==> config.mk <==
export PLATFORM = sky130hd
export DESIGN_NAME = deserializador
export DESIGN_NICKNAME = d
export VERILOG_FILES = /design/src/rtl/deserializador_pkg.sv /design/src/rtl/deserializador_contador_bits.sv /design/src/rtl/deserializador.sv
export SDC_FILE = /design/constraint.sdc
export NUM_CORES = 1
export LEC_CHECK = 0
export BUFFER_PORTS_ARGS = -buffer_cell sky130_fd_sc_hd__buf_4
export CAP_MARGIN = 20
export CORE_ASPECT_RATIO = 1.1
export CORE_UTILIZATION = 40
export CTS_BUF_LIST = sky130_fd_sc_hd__clkbuf_8
export DETAILED_ROUTE_END_ITERATION = 10
export PLACE_DENSITY = 0.7
export RECOVER_POWER = 25
export SETUP_SLACK_MARGIN = 0.1
export SYNTH_ARGS = -nofsm -noshare
export SYNTH_HDL_FRONTEND = slang
export SYNTH_SLANG_ARGS = --single-unit
==> constraint.sdc <==
create_clock -name CLK -period 4.6 [get_ports CLK]
set_input_delay 0.92 -clock CLK [delete_from_list [all_inputs] [get_ports CLK]]
set_output_delay 0.92 -clock CLK [all_outputs]
set_load 0.05 [all_outputs]
==> src/rtl/deserializador_pkg.sv <==
// Shared definitions for the serial-to-parallel receiver.
package deserializador_pkg;

  // Receiver FSM states.
  typedef enum logic {
    RxIdle = 1'b0,
    RxRecv = 1'b1
  } rx_state_e;

  // Bit-order selection, latched at frame start.
  localparam logic MsbFirst = 1'b0;
  localparam logic LsbFirst = 1'b1;

endpackage

==> src/rtl/deserializador_contador_bits.sv <==
// Bit counter for the receiver: clear, increment and terminal-count flag.
// CLR together with INC loads 1 so a frame start counts its own first bit.
module deserializador_contador_bits #(
  parameter int unsigned CW   = 3,
  parameter int unsigned TERM = 3
) (
  input  logic CLK,
  input  logic RST_N,
  input  logic CLR,
  input  logic INC,
  output logic TC
);

  logic [CW-1:0] cnt_q, cnt_d;

  // Next count.
  always_comb begin
    cnt_d = cnt_q;
    if (CLR) begin
      cnt_d = INC ? CW'(1) : '0;
    end else if (INC) begin
      cnt_d = cnt_q + 1'b1;
    end
  end

  // Count register with synchronous reset.
  always_ff @(posedge CLK) begin
    if (!RST_N) begin
      cnt_q <= '0;
    end else begin
      cnt_q <= cnt_d;
    end
  end

  // Terminal count: the next sampled bit is the last of the word.
  assign TC = (cnt_q == CW'(TERM));

endmodule

==> src/rtl/deserializador.sv <==
// Serial-to-parallel receiver with VALID/ACK handshake and sticky overrun flag.
module deserializador
  import deserializador_pkg::*;
#(
  parameter int unsigned WIDTH = 4
) (
  input  logic             CLK,
  input  logic             RST_N,
  input  logic             ENB,
  input  logic             START,
  input  logic             DIR,
  input  logic             S_IN,
  input  logic             ACK,
  output logic [WIDTH-1:0] Q,
  output logic             VALID,
  output logic             BUSY,
  output logic             OVERRUN
);

  localparam int unsigned CW = $clog2(WIDTH + 1);

  rx_state_e        state_q, state_d;
  logic [WIDTH-1:0] shreg_q, shreg_d;
  logic [WIDTH-1:0] q_q, q_d;
  logic             dir_q, dir_d;
  logic             valid_q, valid_d;
  logic             overrun_q, overrun_d;

  logic             cnt_clr, cnt_inc, cnt_tc;
  logic             word_done;
  logic             frame_start;
  logic [WIDTH-1:0] shift_base;
  logic             shift_dir;
  logic [WIDTH-1:0] shifted;

  deserializador_contador_bits #(
    .CW   (CW),
    .TERM (WIDTH - 1)
  ) u_contador_bits (
    .CLK   (CLK),
    .RST_N (RST_N),
    .CLR   (cnt_clr),
    .INC   (cnt_inc),
    .TC    (cnt_tc)
  );

  assign frame_start = ENB & START;

  // Shift datapath; a frame start shifts into an empty word with the new direction.
  always_comb begin
    shift_base = frame_start ? '0 : shreg_q;
    shift_dir  = frame_start ? DIR : dir_q;
    if (shift_dir == LsbFirst) begin
      shifted = {S_IN, shift_base[WIDTH-1:1]};
    end else begin
      shifted = {shift_base[WIDTH-2:0], S_IN};
    end
  end

  // FSM next state, shift register and counter control.
  always_comb begin
    state_d   = state_q;
    shreg_d   = shreg_q;
    dir_d     = dir_q;
    cnt_clr   = 1'b0;
    cnt_inc   = 1'b0;
    word_done = 1'b0;
    unique case (state_q)
      RxIdle: begin
        if (frame_start) begin
          shreg_d = shifted;
          dir_d   = DIR;
          cnt_clr = 1'b1;
          cnt_inc = 1'b1;
          state_d = RxRecv;
        end
      end
      RxRecv: begin
        if (frame_start) begin
          // Restart: discard the partial word.
          shreg_d = shifted;
          dir_d   = DIR;
          cnt_clr = 1'b1;
          cnt_inc = 1'b1;
        end else if (ENB) begin
          shreg_d = shifted;
          if (cnt_tc) begin
            word_done = 1'b1;
            cnt_clr   = 1'b1;
            state_d   = RxIdle;
          end else begin
            cnt_inc = 1'b1;
          end
        end
      end
      default: state_d = RxIdle;
    endcase
  end

  // Output word, handshake and overrun tracking.
  always_comb begin
    q_d       = q_q;
    valid_d   = valid_q;
    overrun_d = overrun_q;
    if (valid_q && ACK) begin
      valid_d = 1'b0;
    end
    if (word_done) begin
      if (!valid_q || ACK) begin
        q_d     = shifted;
        valid_d = 1'b1;
      end else begin
        overrun_d = 1'b1;
      end
    end
  end

  // State registers with synchronous reset.
  always_ff @(posedge CLK) begin
    if (!RST_N) begin
      state_q   <= RxIdle;
      shreg_q   <= '0;
      q_q       <= '0;
      dir_q     <= MsbFirst;
      valid_q   <= 1'b0;
      overrun_q <= 1'b0;
    end else begin
      state_q   <= state_d;
      shreg_q   <= shreg_d;
      q_q       <= q_d;
      dir_q     <= dir_d;
      valid_q   <= valid_d;
      overrun_q <= overrun_d;
    end
  end

  assign Q       = q_q;
  assign VALID   = valid_q;
  assign BUSY    = (state_q == RxRecv);
  assign OVERRUN = overrun_q;

endmodule

[Word-level counts from Yosys, hierarchy flattened]
Index checks and enable logic that the tools add are counted.
Word-level totals
  output and inout port bits: 7
  flip-flop bits (word level): 15
  input port bits: 7
Cells by class
  bitwise logic cells: 3
  $add $sub $neg: 1
  multiplexer cells: 27
  reduce and logical (&&, ||, !) cells: 7
  equal/unequal tests: 3
Operators with widths (count)
  4-bit two-way mux: 5
  1-bit two-way mux: 16
  4-bit one-hot mux with 2 select lines: 1
  3-bit two-way mux: 2
  1-bit one-hot mux with 2 select lines: 3
  2-bit AND reduction: 3
  3-bit by 1-bit adder with 3-bit output, second input constant: 1
  3-bit by 2-bit == test with 1-bit output, second input constant: 1
  3-bit by 2-bit inequality test with 1-bit output, second input constant: 1
  2-bit inequality test, second input constant: 1
  1-bit inverter: 2
  2-bit nonzero test: 1
  1-bit bitwise AND: 1
  1-bit logical AND: 1
  1-bit logical NOT: 1
  1-bit logical OR: 1

[Depth between registers and ports, before layout]
Gate-level depths: netlist (run 1).
  word-level depth: 7
  gate-level depth with buffers: 5
  mapped depth without buffers: 5

[Modules after synthesis]
Synthesis (run 1) repeated with hierarchy kept, for this count alone.
Unflattened totals
  cells, all modules: 82
  area total of the unflattened synthesis: 773.2 sq um
Modules (own cells, without submodules)
  deserializador: instances 1, area an instance 621.8 sq um, seq. area each 240.2 sq um, cells an instance 67
  deserializador_contador_bits: instances 1, area an instance 151.4 sq um, seq. area each 60.1 sq um, cells an instance 15

[Worst setup path before layout (run 1)]
No wires, ideal clock.
  kind: input -> register
  from: input port START
  to: register q_q[3], in the netlist Q[3]
  setup slack: 2832 ps
  arrival: 1689 ps
  stages on the path: 4
  buffers on the path: 1
  cell sequence: buf_4 -> nand2_2 -> mux2_4 -> a211oi_2
On the way
  cells in the longest elaborated chain, start to end: 4
  elaborated cells on any way between the ends: 7
  those cells by class: mux: 5; bitwise: 1; reduce/logical: 1
Ends and longest elaborated chain
  start, declared: line deserializador.sv:10  | input logic START,
  1-bit bitwise AND *: line deserializador.sv:47  | assign frame_start = ENB & START;
  1-bit two-way mux: line deserializador.sv:79  | if (frame_start) begin
  1-bit two-way mux: line deserializador.sv:68  | unique case (state_q)
  2-bit AND reduction (no line)
  end signal, assigned: line deserializador.sv:130  | q_q <= q_d;
  end, declared: line deserializador.sv:24  | logic [WIDTH-1:0] q_q, q_d;
Mark *: on every way between the ends. The rest lies on a longest branch, timed or not.
A chain may end at the register's enable or synchronous reset.

[Worst setup path in the final report (run 1)]
  from: register state_q, in the netlist BUSY
  to: output port BUSY
RTL lines
  start, declared: line deserializador.sv:22  | rx_state_e state_q, state_d;
  start signal, assigned: line deserializador.sv:121  | state_q <= RxIdle;
  start signal, assigned: line deserializador.sv:128  | state_q <= state_d;
  end, declared: line deserializador.sv:16  | output logic BUSY,
No word-level cell between the ends.

==> results of run 1 <==
-- stage by stage --
step / utilization / std cells / area [um2] / hold slack [ns]
after CTS: 0.524 / 108 / 836 / 0.462
after floorplan: - / 77 / 693 / 0.432
after global placement: 0.495 / 104 / 790 / 0.444
final: 0.520 / 108 / 830 / 0.456
after detailed placement: 0.495 / 104 / 790 / 0.452
after global routing: 0.520 / 108 / 830 / 0.477
-- tightest hold or removal path: stages (launching register included) --
cell and delay [ns]:
dfxtp_1 0.31, nand2_1 0.05, a21oi_1 0.05
-- final cells by class --
type	instances	area share
Clock inverter	1	0.00603
Tap cell	17	0.0256
Sequential cell	15	0.362
Timing Repair Buffer	13	0.113
Inverter	2	0.00905
Clock buffer	3	0.0498
Multi-Input combinational cell	57	0.434
-- synthesized netlist by cell type --
master	n	area, um2
dfxtp_1	15	300
a21oi_1	13	65.1
nand2_1	9	33.8
o21ai_0	5	25.0
nor2_1	4	15.0
mux2_2	3	33.8
nand3_1	3	15.0
ha_1	2	25.0
inv_1	2	7.51
nand2_2	2	12.5
nand4_1	2	12.5
nand4b_1	2	17.5
a211oi_1	1	7.51
a211oi_2	1	12.5
a31oi_1	1	6.26
and4b_1	1	10.0
buf_4	1	7.51
buf_6	1	11.3
clkbuf_1	1	3.75
mux2_4	1	15.0
mux2i_1	1	10.0
nand2b_1	1	6.26
nor2b_1	1	6.26
o21a_1	1	7.51
o32ai_1	1	8.76
or4_1	1	7.51
or4b_1	1	10.0
-- worst paths after layout --
check,endpoint,slack [ns]
setup / recovery,BUSY,2.73
hold / removal,u_contador_bits.cnt_q[2],0.46
setup reg to reg,u_contador_bits.cnt_q[2],3.08
hold reg to reg,u_contador_bits.cnt_q[2],0.46
-- kinds of logic (layout without fill, tap and decap cells) --
family          Yosys count  in the layout  synth area share
simple gates             27             27             0.211
compound gates           23             23             0.191
flops                    15             15             0.433
mux                       5              5            0.0848
buf+inv                   5             19            0.0433
fa+ha+maj                 2              2            0.0361
-- routing by layer --
| metal | share of wire | global-route usage | up-vias |
|---|---|---|---|
| li1 | - | - | 307 |
| met1 | 0.47 | 0.218 | 287 |
| met2 | 0.50 | 0.284 | 10 |
| met3 | 0.024 | 0.0238 | 2 |
| met4 | 0.0043 | 0.0387 | 0 |
| met5 | 0 | 0 | - |
-- flip-flops by register name (all words and copies together) (netlist names) --
name,count
Q,4
shreg_q,4
u_contador_bits.cnt_q,3
BUSY,1
OVERRUN,1
VALID,1
dir_q,1
-- power groups by stage --
stage,clock network [mW],registers (mW),logic (mW)
2_1_floorplan,0,0.141,0.0163
3_3_place_gp,0,0.139,0.0250
3_5_place_dp,0,0.139,0.0253
4_1_cts,0.108,0.137,0.0255
5_1_grt,0.114,0.137,0.0276
6_report,0.106,0.137,0.0247
==> impl_metrics.toml, run 1 <==
[finish]
n_antenna_cell = 0
layout-drive-gt1-share = 0.242
final_cell_mix = "dfxtp_1, a21oi_1, buf_4"
multi_input_area_um2 = 360
regArea_um2 = 300
fill_cells = 159
finalNetCount = 101
synthToLayoutAreaGrowth_pct = 19.7
final_common_cell = "dfxtp_1"

[timing]
skew_ns = 0.00235
tightest_slew_ns = 0.487
setup_violations = 0
tns_ns = 0
relSlewSlack = 0.672
maxSlewViolCount = 0
setup_ws_ns = 2.73
rsz0062_at_grt = "false"
fmax_ghz = 0.535
final.period_utilization = 0.406
finalHoldViolCount = 0
period_minus_slack_ns = 1.87

[power]
internal-power_mw = 0.204
p_total_mw = 0.267
p_sw_mw = 0.0637
pwr_density_cell_nw_per_um2 = 322
ir_drop_uv = 182
sw_frac_of_total = 0.238
p_seq_frac = 0.511
leakage_nw = 0.318
clkPwrFrac = 0.397
combPwrFrac = 0.092

[synth]
ys_warn_count = 0
synth_cell_type_count = 27
synth-seq-area-share = 0.433
synth_nets = 86
syn_inst = 77
synth-seq-cells = 15
syn_area_per_cell_um2 = 9.00
syn_area_um2 = 693

[setup_path]
cp.buffers_inverters = 1
setup.worst_path.start = "BUSY"
slowest_delay_ns = 0.45
crit_chain = "buf_4"
r2r_cells = 4
critPathKind = "register to output port"
cp_max_fo = 7
r2r-start = "u_contador_bits.cnt_q[0]"
cp_top_family = "flip-flops"
endpoint_kind = "output port"
worstSetupStartpointType = "register"
crit_slowest_cell = "dfxtp_1"
crit_arrival_ns = 0.95
required_ns = 3.68
path_depth = 1

[detailed_routing]
vias_per_cell = 5.61
final_antenna_net_count = 0
dr.pass1.iters = 4
wl_per_cell_um = 12.8
via_count = 606
drcViolationCount = 0
finalWirelength_um = 1380
drt_first_iter_violations = 21

[clock_tree]
cts_tree = "yes"
holdBufCountCts = 0
cts.clk_slew.worst_paths_ns = 0.06
post_cts_buffers = 0
cts_buffers = 3
cts.sinks = 15
cts_max_level = 1
insertion_delay_ns = 0.24
cts_resized = 0
cts_root_buf = "clkbuf_8"
clock_path_buffers = 2

[floorplan]
core-area_um2 = 1600
chipWidth_um = 41.7
dieHeight_um = 45.7
io_pins = 14
fp-row-count = 15
initial_core_util = 0.435
dieArea_um2 = 1900

[grt]
grt_overflow = 0
grt_start_max_net_pins = 14
grt_pass1_wl_um = 2440
antenna_found_initial = 0
grtUsageTotal = 0.164
grt_pass1_vias = 564

[placement]
gp_congestion = 0.726
dp_hpwl_um = 1010
io_buffers = 13
pre_cts_ws_ns = 2.78

[worst_hold_path]
hold_path_depth = 2
hp-class = "register to register"
min-delay-start = "u_contador_bits.cnt_q[2]"

[run_status]
status = "completed"

[flow_run]
maxCapViolCount = 0
Note: power is estimated with default switching activity, not from simulation.
==> inputs of run 2 (changes only) <==
Clock period 4.6 ns to 1.9 ns, I/O delays scaled along.
==> impl_metrics.toml, run 2 (same netlist as run 1, synthesis figures left out) <==
[grt]
grtUsageTotal = 0.151
grt_pass1_vias = 515
use_met2 = 0.266
met3_usage = 0.0357
antenna_found_initial = 0
grt_pass1_wl_um = 2140
grt_start_max_net_pins = 14
met1_usage = 0.173
grt_overflow = 0
grt_most_used_layer = "met2"

[placement]
io_buffers = 13
dp_hpwl_um = 1020
placed_cell_area_um2 = 790
gp_congestion = 0.712

[setup_path]
endpoint_kind = "register"
crit_arrival_ns = 1.67
r2r_cells = 4
critPathCapture = "u_contador_bits.cnt_q[2]"
r2r_end = "u_contador_bits.cnt_q[2]"
reg2reg_slack_ns = 0.40
r2r-start = "u_contador_bits.cnt_q[0]"
worstSetupStartpointType = "register"
setup.worst_path.start = "u_contador_bits.cnt_q[0]"
critPathKind = "register to register"
cp_max_fo = 3
required_ns = 2.07

[finish]
n_antenna_cell = 0
final_cell_mix = "dfxtp_1, a21oi_1, nand2_1, buf_4, o21ai_0"
finalNetCount = 101
final_area_um2 = 820
final_common_cell = "dfxtp_1"
layout-drive-gt1-share = 0.209
synthToLayoutAreaGrowth_pct = 18.2
post-route-util = 0.514
fill_cells = 155

[detailed_routing]
vias_per_cell = 5.55
wl_per_cell_um = 12.7
final_antenna_net_count = 0
drt_first_iter_violations = 13
drcViolationCount = 0
dr.pass1.iters = 4
finalWirelength_um = 1370
via_count = 599

[power]
leakage_nw = 0.307
pwr_density_cell_nw_per_um2 = 775
ir_drop_uv = 386
p_total_mw = 0.635

[clock_tree]
insertion_delay_ns = 0.24
cts.clk_slew.worst_paths_ns = 0.06
cts_root_buf = "clkbuf_8"
cts_buffers = 3
post_cts_buffers = 0
holdBufCountCts = 0
clock_path_buffers = 2
cts_max_level = 1
cts.sinks = 15
cts_tree = "yes"
cts_resized = 0

[floorplan]
chipWidth_um = 41.7
core-area_um2 = 1600
initial_core_util = 0.435
dieHeight_um = 45.7
fp-row-count = 15
dieArea_um2 = 1900
io_pins = 14

[timing]
final.period_utilization = 0.790
period_minus_slack_ns = 1.50
relSlewSlack = 0.606
skew_ns = 0.00374
maxSlewViolCount = 0
tightest_slew_ns = 0.594
tns_ns = 0
rsz0062_at_grt = "false"
fmax_ghz = 0.666
setup_violations = 0
finalHoldViolCount = 0

[worst_hold_path]
hp-class = "input port to register"

[flow_run]
maxCapViolCount = 0

[run_status]
status = "completed"
run 2: changes by cell type in the layout (fill, tap and decap cells not counted), sizes merged:
cell,delta
inv,+1
clkbuf,+3
clkinv,-1
buf,-3
run 2: layout make-up:
type / instances / area (um2) / area share
inverter: 2 / 7.51 / 0.00916
multi-input combinational: 57 / 363 / 0.443
clock inverter: 1 / 3.75 / 0.00458
tap: 17 / 21.3 / 0.0260
clock buffer: 3 / 41.3 / 0.0504
sequential: 15 / 300 / 0.366
timing repair buffer: 13 / 82.6 / 0.101
run 2: critical path, cell delays in order, from the launching register on:
cell and delay (ns):
dfxtp_1 0.33, ha_1 0.20, ha_1 0.26, or4_1 0.51, a21oi_1 0.14
run 2: per-stage QoR:
step	hold slack (ns)	std cells	setup slack [ns]
detailed placement	0.450	104	0.413
CTS	0.392	108	0.398
global route	0.381	108	0.311
global placement	0.441	104	0.436
floorplan	0.432	77	0.441
finish	0.388	108	0.399
run 2: power breakdown:
part	total, mW	internal (mW)	switching (mW)	leakage (nW)
clock	0.243	0.143	0.101	0.0269
combinational	0.0611	0.0255	0.0356	0.159
sequential	0.331	0.323	0.00802	0.122
total	0.635	0.491	0.144	0.307
run 2: how the worst min path moves through the flow:
| stage | slack (ns) | end | cells past startpoint | startpoint |
|---|---|---|---|---|
| floorplan | 0.43 | u_contador_bits.cnt_q[2] | 2 | u_contador_bits.cnt_q[2] |
| global placement | 0.44 | u_contador_bits.cnt_q[2] | 2 | u_contador_bits.cnt_q[2] |
| detailed placement | 0.45 | u_contador_bits.cnt_q[2] | 2 | u_contador_bits.cnt_q[2] |
| CTS | 0.39 | shreg_q[3] | 3 | RST_N |
| global route | 0.38 | shreg_q[3] | 3 | RST_N |
| finish | 0.39 | shreg_q[3] | 3 | RST_N |
run 2: routing by layer:
metal / vias to the layer above / share of wire
met1: 285 / 0.47
met4: 0 / 0.0088
li1: 306 / -
met3: 2 / 0.027
met5: - / 0
met2: 6 / 0.49
